**config.mk**
```make
export PLATFORM = sky130hd
export DESIGN_NAME = mc_ctrl
export DESIGN_NICKNAME = d
export VERILOG_FILES = /design/src/rtl/mc_ctrl.sv
export SDC_FILE = /design/constraint.sdc
export NUM_CORES = 1
export LEC_CHECK = 0
export ABC_AREA = 1
export CAP_MARGIN = 20
export CORE_MARGIN = 10
export CORE_UTILIZATION = 35
export DETAILED_ROUTE_END_ITERATION = 8
export PLACE_DENSITY = 0.68
export SETUP_SLACK_MARGIN = 0.02
export SYNTH_ARGS = -nofsm -noshare
export SYNTH_HDL_FRONTEND = slang
export SYNTH_SLANG_ARGS = --single-unit
```
**constraint.sdc**
```tcl
create_clock -name clk -period 1.3 [get_ports clk]
set_clock_uncertainty 0.05 [all_clocks]
set_input_delay 0.13 -clock clk [delete_from_list [all_inputs] [get_ports clk]]
set_output_delay 0.13 -clock clk [all_outputs]
set_load 0.005 [all_outputs]
```
**src/rtl/mc_ctrl.sv**
```systemverilog
// ----------------------------------------------------------------------------
// mc_ctrl -- multi-cycle MIPS control unit.
//
// Steps each instruction through FETCH/DECODE/EXEC/MEM/WB and drives the
// datapath strobes for the current state. Memory accesses in FETCH and MEM
// wait on MemReady, up to a bounded number of not-ready cycles. An access that
// exceeds that bound raises a one-cycle MemFault pulse. An undecodable opcode
// raises a one-cycle IllegalInstr pulse in DECODE.
//
// Ports
//   clk, rst       rising-edge clock, asynchronous active-high reset
//   Op, Funct      IR[31:26], IR[5:0]; stable from DECODE to the end of the
//                  instruction because IR only loads in FETCH
//   Zero           ALU zero flag (beq)
//   MemReady       memory completes its access this cycle
//   PCWrite/IRWrite/RegWrite/MemRead/MemWrite   datapath strobes
//   IorD           memory address: 0 = PC, 1 = ALUOut
//   EXTOp, ALUOp, ALUSrcA, ALUSrcB              ALU controls
//   NPCOp          00 = PC+4, 01 = branch, 10 = jump
//   GPRSel, WDSel  write-back register / data select
//   State          current state code (FETCH 0 .. WB 4)
//   IllegalInstr   one-cycle pulse on an illegal opcode
//   MemFault       one-cycle pulse on a memory wait timeout
// ----------------------------------------------------------------------------
module mc_ctrl #(
    parameter int ALUOP_W     = 3,
    parameter bit MEM_WAIT_EN = 1'b1,
    parameter int WAIT_LIMIT  = 15
) (
    input  logic               clk,
    input  logic               rst,
    input  logic [5:0]         Op,
    input  logic [5:0]         Funct,
    input  logic               Zero,
    input  logic               MemReady,
    output logic               PCWrite,
    output logic               IRWrite,
    output logic               RegWrite,
    output logic               MemRead,
    output logic               MemWrite,
    output logic               IorD,
    output logic               EXTOp,
    output logic [ALUOP_W-1:0] ALUOp,
    output logic [1:0]         ALUSrcA,
    output logic               ALUSrcB,
    output logic [1:0]         NPCOp,
    output logic               GPRSel,
    output logic               WDSel,
    output logic [2:0]         State,
    output logic               IllegalInstr,
    output logic               MemFault
);

    typedef enum logic [2:0] {
        S_FETCH  = 3'd0,
        S_DECODE = 3'd1,
        S_EXEC   = 3'd2,
        S_MEM    = 3'd3,
        S_WB     = 3'd4
    } state_e;

    localparam logic [2:0] ALU_NOP  = 3'd0;
    localparam logic [2:0] ALU_ADD  = 3'd1;
    localparam logic [2:0] ALU_SUB  = 3'd2;
    localparam logic [2:0] ALU_AND  = 3'd3;
    localparam logic [2:0] ALU_OR   = 3'd4;
    localparam logic [2:0] ALU_SLT  = 3'd5;
    localparam logic [2:0] ALU_SLTU = 3'd6;
    localparam logic [2:0] ALU_SLL  = 3'd7;

    localparam logic [7:0] WAIT_LIMIT_C = 8'(WAIT_LIMIT);

    state_e     state_q, state_d;
    logic [7:0] wait_cnt_q, wait_cnt_d;

    // ------------------------------------------------------------------
    // Instruction decode. Purely combinational from IR, which stays put
    // for the whole instruction, so the ALU controls computed here keep
    // their EXEC values through MEM and WB without extra registers.
    // ------------------------------------------------------------------
    logic       dec_legal;
    logic       dec_j;
    logic       dec_beq;
    logic       dec_lw;
    logic       dec_sw;
    logic       dec_rt_dst;
    logic [2:0] dec_alu;
    logic [1:0] dec_src_a;
    logic       dec_src_b;
    logic       dec_ext;

    // NOTE: every signal assigned in an always_comb gets a default first, so
    // no path through the case statements can leave it unassigned and
    // infer a latch.
    always_comb begin
        dec_legal  = 1'b1;
        dec_j      = 1'b0;
        dec_beq    = 1'b0;
        dec_lw     = 1'b0;
        dec_sw     = 1'b0;
        dec_rt_dst = 1'b0;
        dec_alu    = ALU_NOP;
        dec_src_a  = 2'b00;
        dec_src_b  = 1'b0;
        dec_ext    = 1'b0;
        case (Op)
            6'h00: begin
                case (Funct)
                    6'h20, 6'h21: dec_alu = ALU_ADD;
                    6'h22, 6'h23: dec_alu = ALU_SUB;
                    6'h24:        dec_alu = ALU_AND;
                    6'h25:        dec_alu = ALU_OR;
                    6'h2A:        dec_alu = ALU_SLT;
                    6'h2B:        dec_alu = ALU_SLTU;
                    6'h00: begin
                        dec_alu   = ALU_SLL;
                        dec_src_a = 2'b01;
                    end
                    default:      dec_legal = 1'b0;
                endcase
            end
            6'h08: begin                        // addi
                dec_alu    = ALU_ADD;
                dec_src_b  = 1'b1;
                dec_ext    = 1'b1;
                dec_rt_dst = 1'b1;
            end
            6'h0D: begin                        // ori
                dec_alu    = ALU_OR;
                dec_src_b  = 1'b1;
                dec_rt_dst = 1'b1;
            end
            6'h23: begin                        // lw
                dec_lw     = 1'b1;
                dec_alu    = ALU_ADD;
                dec_src_b  = 1'b1;
                dec_ext    = 1'b1;
                dec_rt_dst = 1'b1;
            end
            6'h2B: begin                        // sw
                dec_sw     = 1'b1;
                dec_alu    = ALU_ADD;
                dec_src_b  = 1'b1;
                dec_ext    = 1'b1;
            end
            6'h04: begin                        // beq
                dec_beq    = 1'b1;
                dec_alu    = ALU_SUB;
            end
            6'h0F: begin                        // lui: (imm << 16) + $zero
                dec_alu    = ALU_ADD;
                dec_src_a  = 2'b10;
                dec_rt_dst = 1'b1;
            end
            6'h02:   dec_j     = 1'b1;
            default: dec_legal = 1'b0;
        endcase
    end

    // ------------------------------------------------------------------
    // Next state, wait counter and strobes.
    // ------------------------------------------------------------------
    logic       ready;
    logic       timeout;
    logic       pc_write, ir_write, reg_write, mem_read, mem_write, i_or_d;
    logic       ext_op, src_b, gpr_sel, wd_sel, illegal, fault;
    logic [2:0] alu_op;
    logic [1:0] src_a, npc_op;

    // With MEM_WAIT_EN = 0 ready is constant 1, so the counter never moves
    // and timeout can never fire.
    assign ready   = MEM_WAIT_EN ? MemReady : 1'b1;
    assign timeout = !ready && (wait_cnt_q == WAIT_LIMIT_C);

    always_comb begin
        state_d    = state_q;
        wait_cnt_d = 8'd0;      // clears on ready and on every state change
        pc_write   = 1'b0;
        ir_write   = 1'b0;
        reg_write  = 1'b0;
        mem_read   = 1'b0;
        mem_write  = 1'b0;
        i_or_d     = 1'b0;
        ext_op     = 1'b0;
        alu_op     = ALU_NOP;
        src_a      = 2'b00;
        src_b      = 1'b0;
        npc_op     = 2'b00;
        gpr_sel    = 1'b0;
        wd_sel     = 1'b0;
        illegal    = 1'b0;
        fault      = 1'b0;

        // ALU controls are driven from EXEC until the instruction retires.
        if (state_q == S_EXEC || state_q == S_MEM || state_q == S_WB) begin
            alu_op = dec_alu;
            src_a  = dec_src_a;
            src_b  = dec_src_b;
            ext_op = dec_ext;
        end

        case (state_q)
            S_FETCH: begin
                mem_read = 1'b1;
                if (ready) begin
                    ir_write = 1'b1;
                    pc_write = 1'b1;
                    state_d  = S_DECODE;
                end else if (timeout) begin
                    fault    = 1'b1;            // retry the fetch
                end else begin
                    wait_cnt_d = wait_cnt_q + 8'd1;
                end
            end
            S_DECODE: begin
                if (dec_j) begin
                    pc_write = 1'b1;
                    npc_op   = 2'b10;
                    state_d  = S_FETCH;
                end else if (!dec_legal) begin
                    illegal  = 1'b1;
                    state_d  = S_FETCH;
                end else begin
                    state_d  = S_EXEC;
                end
            end
            S_EXEC: begin
                if (dec_beq) begin
                    pc_write = Zero;
                    npc_op   = 2'b01;
                    state_d  = S_FETCH;
                end else if (dec_lw || dec_sw) begin
                    state_d  = S_MEM;
                end else begin
                    state_d  = S_WB;
                end
            end
            S_MEM: begin
                i_or_d    = 1'b1;
                mem_read  = dec_lw;
                mem_write = dec_sw;
                if (ready) begin
                    state_d = dec_lw ? S_WB : S_FETCH;
                end else if (timeout) begin
                    fault   = 1'b1;             // abandon: no write-back
                    state_d = S_FETCH;
                end else begin
                    wait_cnt_d = wait_cnt_q + 8'd1;
                end
            end
            S_WB: begin
                reg_write = 1'b1;
                gpr_sel   = dec_rt_dst;
                wd_sel    = dec_lw;
                state_d   = S_FETCH;
            end
            default: state_d = S_FETCH;
        endcase
    end

    // NOTE: state registers use non-blocking assignments so every flop
    // samples the pre-edge value of its inputs regardless of block order.
    always_ff @(posedge clk or posedge rst) begin
        if (rst) begin
            state_q    <= S_FETCH;
            wait_cnt_q <= 8'd0;
        end else begin
            state_q    <= state_d;
            wait_cnt_q <= wait_cnt_d;
        end
    end

    // ------------------------------------------------------------------
    // Outputs are forced low combinationally while rst is high, so a
    // reset arriving mid-instruction cuts any write strobe immediately.
    // ------------------------------------------------------------------
    always_comb begin
        PCWrite      = pc_write  && !rst;
        IRWrite      = ir_write  && !rst;
        RegWrite     = reg_write && !rst;
        MemRead      = mem_read  && !rst;
        MemWrite     = mem_write && !rst;
        IorD         = i_or_d    && !rst;
        EXTOp        = ext_op    && !rst;
        ALUSrcB      = src_b     && !rst;
        GPRSel       = gpr_sel   && !rst;
        WDSel        = wd_sel    && !rst;
        IllegalInstr = illegal   && !rst;
        MemFault     = fault     && !rst;
        ALUOp        = rst ? '0 : ALUOP_W'(alu_op);
        ALUSrcA      = rst ? 2'b00 : src_a;
        NPCOp        = rst ? 2'b00 : npc_op;
        State        = rst ? 3'd0 : state_q;
    end

endmodule

```
==> results.json, run 1 <==
{
  "status": "finished, violations left",
  "violations": "negative setup slack",
  "hp-class": "in -> async",
  "synth_area_sq_um": 1010,
  "cp_slowest_cell": "dfrtp_2",
  "finalMaxSlewViolations": 0,
  "design.die.area_sq_um": 5450,
  "first_global_vias": 1651,
  "die-width_um": 73.8,
  "wl_met1_um": 1920,
  "layout.nets": 292,
  "synth_nets": 186,
  "synth.yosys.seq_area_share": 0.271,
  "max-cap-violations": 0,
  "max_clock_freq_ghz": 0.539,
  "drive_gt1_frac": 0.602,
  "die-height_um": 73.8,
  "fin_cells": 305,
  "drc": 0,
  "ys_warn_count": 0,
  "synthToLayoutAreaGrowth_pct": 125,
  "firstDrtPassIters": 4,
  "wl_per_cell_um": 17.4,
  "antenna_cells": 0,
  "ys_ff_latch": 11,
  "vias": 1628,
  "met3_length_um": 300,
  "crit_buf_inv": 5,
  "avgViaCountPerCell": 5.34,
  "whs_ps": 222,
  "cts_buffers": 3,
  "io_pins": 38,
  "clockBufferDepth": 2,
  "synthDistinctLibCells": 26,
  "peakVddDrop_mv": 1.13,
  "holdBufCountCts": 0,
  "async_flop_share": 1.00,
  "drtIter0Drc": 119,
  "start_kind": "register",
  "cts_sinks": 11,
  "path_class": "reg -> out",
  "finalCriticalPeriod_ps": 1850,
  "dp_slack_ps": -830,
  "post-route-util": 0.826,
  "setup-tns-final_ps": -9950,
  "synth_area_per_cell_sq_um": 6.00,
  "hold_viol": 0,
  "critPathCaptureType": "primary output",
  "setup_violations": 33,
  "crit_chain": "buf_6 -> nand2_2 -> o21ai_2 -> nand2_2 -> buf_6 -> inv_6 -> buf_4 -> a21oi_4 -> nor2_1 -> buf_2",
  "cts.htree.levels": 1,
  "start_util": 0.368,
  "wirelength_um": 5300,
  "cts_tree": "done",
  "dpl.hpwl_um": 2770,
  "wl_met2_um": 2870,
  "gr-total-overflow": 0,
  "synth_edf_count": 0,
  "netlist_instances": 169,
  "grt_pass1_wl_um": 7250,
  "clk_latency_ps": 270,
  "portBuffers": 37,
  "top_layer_used": "met4",
  "place_congestion": 0.800,
  "grt_use_total": 0.162,
  "arrival_ps": 1670,
  "finalCritPeriodShare": 1.43,
  "worstMarginPinSlew_ps": 318,
  "rows": 19,
  "worstPathRequired_ps": 1120,
  "core_sq_um": 2760,
  "grt_setup_unrepaired": "yes",
  "cp_top_family": "buffers and inverters",
  "postRouteAntennaNets": 0,
  "dp_cells": 278,
  "path_clk_slew_ps": 80,
  "cpPeakStageDelay_ps": 440,
  "setup_ws_ps": -554,
  "power.leakage_nw": 1.19,
  "grt_max_degree": 14,
  "clock-root-buffer": "clkbuf_4",
  "cp_max_fo": 3,
  "slew_headroom": 0.786,
  "p_per_area_nw_per_um2": 929,
  "antenna_found_initial": 0,
  "synth_ff_type": "dfrtp_1"
}
[per-layer routing]
layer,vias to the layer above,GRT usage
met5,-,0
met4,0,0.0828
met3,26,0.0404
met2,70,0.280
met1,777,0.176
li1,755,-
[area by class of cell]
class                   count  area [sq um]
multi-input cells         129           981
clock buffers               4          26.3
flip-flops and latches     11           277
inverters                  28           115
well taps                  31          38.8
repair buffers            102           841
fillers                   161           479
[placed cells by master, fill, tap and decap left out, drive strengths merged, types with 4 or more instances in the layout]
master       count
a21oi            6
o21ai            4
dlygate4sd2     12
clkbuf           4
inv             28
buf             85
nor2            41
nand2           28
nor3            10
dfrtp           11
nand4            5
nand3           20
[flip-flops by register name (all words and copies together) (netlist names)]
| register | count |
|---|---|
| state_q | 3 |
| wait_cnt_q | 8 |
[tightest hold or removal path, delay by kind of cell]
family                 cells  cell delay (ps)
buffers and inverters      3              780
[logic make-up (layout without fill, tap and decap cells)]
logic type	after synthesis	in the layout	synth area share
and+or+nand+nor	108	108	0.475
adders and majority gates	1	1	0.0123
AOI/OAI and AO/OA	15	15	0.0913
DFF	11	11	0.271
xor gates and xnor gates	5	5	0.0432
buffers and inverters	29	134	0.107
[path summary, 6_finish.rpt]
kind                                 end  cells past startpoint           from  slack (ps)
setup / recovery                ALUOp[1]                     10     state_q[2]        -550
hold / removal             wait_cnt_q[7]                      3            rst         220
setup reg to reg              state_q[0]                     10     state_q[2]        -270
hold reg to reg            wait_cnt_q[0]                      2  wait_cnt_q[0]         550
max in group asynchronous     state_q[2]                      3            rst         810
min in group clk           wait_cnt_q[3]                      3       MemReady         530
[cell usage after synthesis, drive strengths merged, types with 2 or more instances]
cell type / n / area (sq um)
nand2: 28 / 113
a21oi: 6 / 33.8
xor2: 3 / 26.3
or2: 3 / 18.8
xnor2: 2 / 17.5
o21ai: 4 / 23.8
nand3: 20 / 100
nor3: 10 / 50.1
nand4: 5 / 31.3
inv: 28 / 105
nor2: 41 / 161
dfrtp: 11 / 275
[what timing repair did]
action / 4_1_cts / 5_1_grt
resized for setup: 166 / 55
buffers inserted: 27 / 8
pin swaps: 32 / 28
endpoints found under the setup margin: 32 / 33
[stage by stage]
step,power [mW],area (sq um)
floorplan,0.713,1010
global route,2.23,2280
CTS,1.82,2070
finish,2.12,2280
detailed placement,1.16,1740
global placement,1.15,1740
[power breakdown]
| group | internal (mW) | switching [mW] | leakage (nW) |
|---|---|---|---|
| Combinational | 0.719 | 0.727 | 1.02 |
| Sequential | 0.386 | 0.0392 | 0.149 |
| Clock | 0.119 | 0.127 | 0.0150 |
| Total | 1.22 | 0.893 | 1.19 |
(Power assumes the default switching activity.)
==> inputs of run 2 (changes only) <==
Settings changed: CTS_CLUSTER_DIAMETER from default to 40, DONT_BUFFER_PORTS from default to 1, PLACE_DENSITY 0.68 to 0.51, SETUP_SLACK_MARGIN 0.02 to 0.05.
==> results.json, run 2 (synthesis gave the netlist of run 1 again) <==
{
  "status": "finished, violations left",
  "violations": "negative setup slack",
  "hp-class": "in -> reg",
  "die-height_um": 73.8,
  "multiInputGateArea_sq_um": 960,
  "clockBufferDepth": 2,
  "max-cap-violations": 0,
  "cts.htree.levels": 1,
  "cp_max_fo": 3,
  "cts_tree": "done",
  "total_power_mw": 1.90,
  "drtIter0Drc": 44,
  "dpl.hpwl_um": 2430,
  "vias": 1248,
  "io_pins": 38,
  "grt_pass1_wl_um": 5310,
  "cp_top_family": "simple AND/OR/NAND/NOR gates",
  "postRouteAntennaNets": 0,
  "rr_startpoint": "wait_cnt_q[0]",
  "wirelength_um": 3500,
  "cts_buffers": 3,
  "arrival_ps": 1550,
  "wl_per_cell_um": 14.3,
  "setup_ws_ps": -433,
  "cp_slowest_cell": "dfrtp_1",
  "critPathCaptureType": "primary output",
  "crit_chain": "nor2_4 -> nand2_2 -> o21ai_2 -> nand2_2 -> or2_4 -> nand2_4 -> a21oi_2 -> nor2_2",
  "grt_use_total": 0.119,
  "hp-start": "MemReady",
  "max_clock_freq_ghz": 0.577,
  "die-width_um": 73.8,
  "slew_headroom": 0.758,
  "final_common_cell": "buf_4",
  "drive_gt1_frac": 0.493,
  "core_sq_um": 2760,
  "largest_reg_flops": 8,
  "firstDrtPassIters": 4,
  "dpl_cell_area_sq_um": 1270,
  "fillers": 235,
  "mostFrequentLayoutCells": "buf_4, inv_1, nor2_1, nand2_1, buf_6",
  "gr-total-overflow": 0,
  "clk_latency_ps": 280,
  "hold_viol": 0,
  "start_util": 0.368,
  "layout.nets": 231,
  "start_kind": "register",
  "synthToLayoutAreaGrowth_pct": 75.6,
  "path_clk_slew_ps": 70,
  "cts_sinks": 11,
  "p_per_area_nw_per_um2": 1060,
  "design.die.area_sq_um": 5450,
  "place_congestion": 0.800,
  "top_regs": "wait_cnt_q (8), state_q (3)",
  "peakVddDrop_mv": 1.25,
  "drc": 0,
  "path_class": "reg -> out",
  "crit_path_frequent_cell": "nand2_2",
  "finalCriticalPeriod_ps": 1730,
  "worstPathRequired_ps": 1120,
  "first_global_vias": 1232,
  "seqCellArea_sq_um": 278,
  "clock-root-buffer": "clkbuf_4",
  "rows": 19,
  "avgViaCountPerCell": 5.11,
  "top_register": "wait_cnt_q",
  "setup_violations": 29,
  "power.leakage_nw": 0.844,
  "finalMaxSlewViolations": 0,
  "crit_buf_inv": 0,
  "antenna_found_initial": 0,
  "portBuffers": 0,
  "grt_max_degree": 15,
  "finalCritPeriodShare": 1.33,
  "crit_path_start": "state_q[0]",
  "final_cell_area_sq_um": 1780,
  "cpPeakStageDelay_ps": 420,
  "worstMarginPinSlew_ps": 361,
  "antenna_cells": 0,
  "grt_setup_unrepaired": "yes"
}
## run 2: report_power, final
part	leakage, nW	switching, mW	internal, mW
clock	0.0150	0.123	0.119
sequential	0.147	0.0553	0.387
combinational	0.682	0.611	0.600
## run 2: metrics by stage
step	setup TNS, ps	setup slack, ps	util	cells	hold slack [ps]
after floorplan	-147	-73.6	-	169	-52.0
after global placement	-906	-130	0.462	227	9.65
after detailed placement	-890	-126	0.462	227	12.0
after CTS	-5650	-415	0.573	239	71.8
after global routing	-8690	-516	0.646	244	141
final	-6180	-433	0.646	244	131
## run 2: tightest hold or removal path: stages
cell     delay [ps]
inv_1           120
nand3_4         130
nor3b_2          40
## run 2: layout make-up
cell class	instances	share of cell area
clock buffer	4	0.0147
inverter	28	0.0618
multi-input combinational	129	0.539
sequential	11	0.156
tap	31	0.0218
timing repair buffer	41	0.207
## run 2: path summary, 6_finish.rpt
| check | endpoint | slack [ps] | cells past startpoint |
|---|---|---|---|
| worst max-delay path | ALUOp[1] | -430 | 8 |
| worst min-delay path | wait_cnt_q[5] | 130 | 3 |
| worst max register to register | wait_cnt_q[6] | -140 | 9 |
| worst min register to register | wait_cnt_q[0] | 550 | 2 |
| max in group asynchronous | state_q[2] | 780 | 3 |
| min in group asynchronous | wait_cnt_q[4] | 250 | 3 |
## run 2: layer usage
layer	track usage	up-vias	wire length [um]
li1	-	635	-
met1	0.118	573	1300
met2	0.209	33	1840
met3	0.0619	7	309
met4	0.0331	0	59
met5	0	-	0
## run 2: repair_timing
item / 4_1_cts / 5_1_grt
resized for setup: 56 / 43
hold endpoints to repair: 12 / 0
hold buffers: 2 / 0
endpoints found under the setup margin: 32 / 32
setup buffers: 7 / 8
pin swaps: 11 / 17
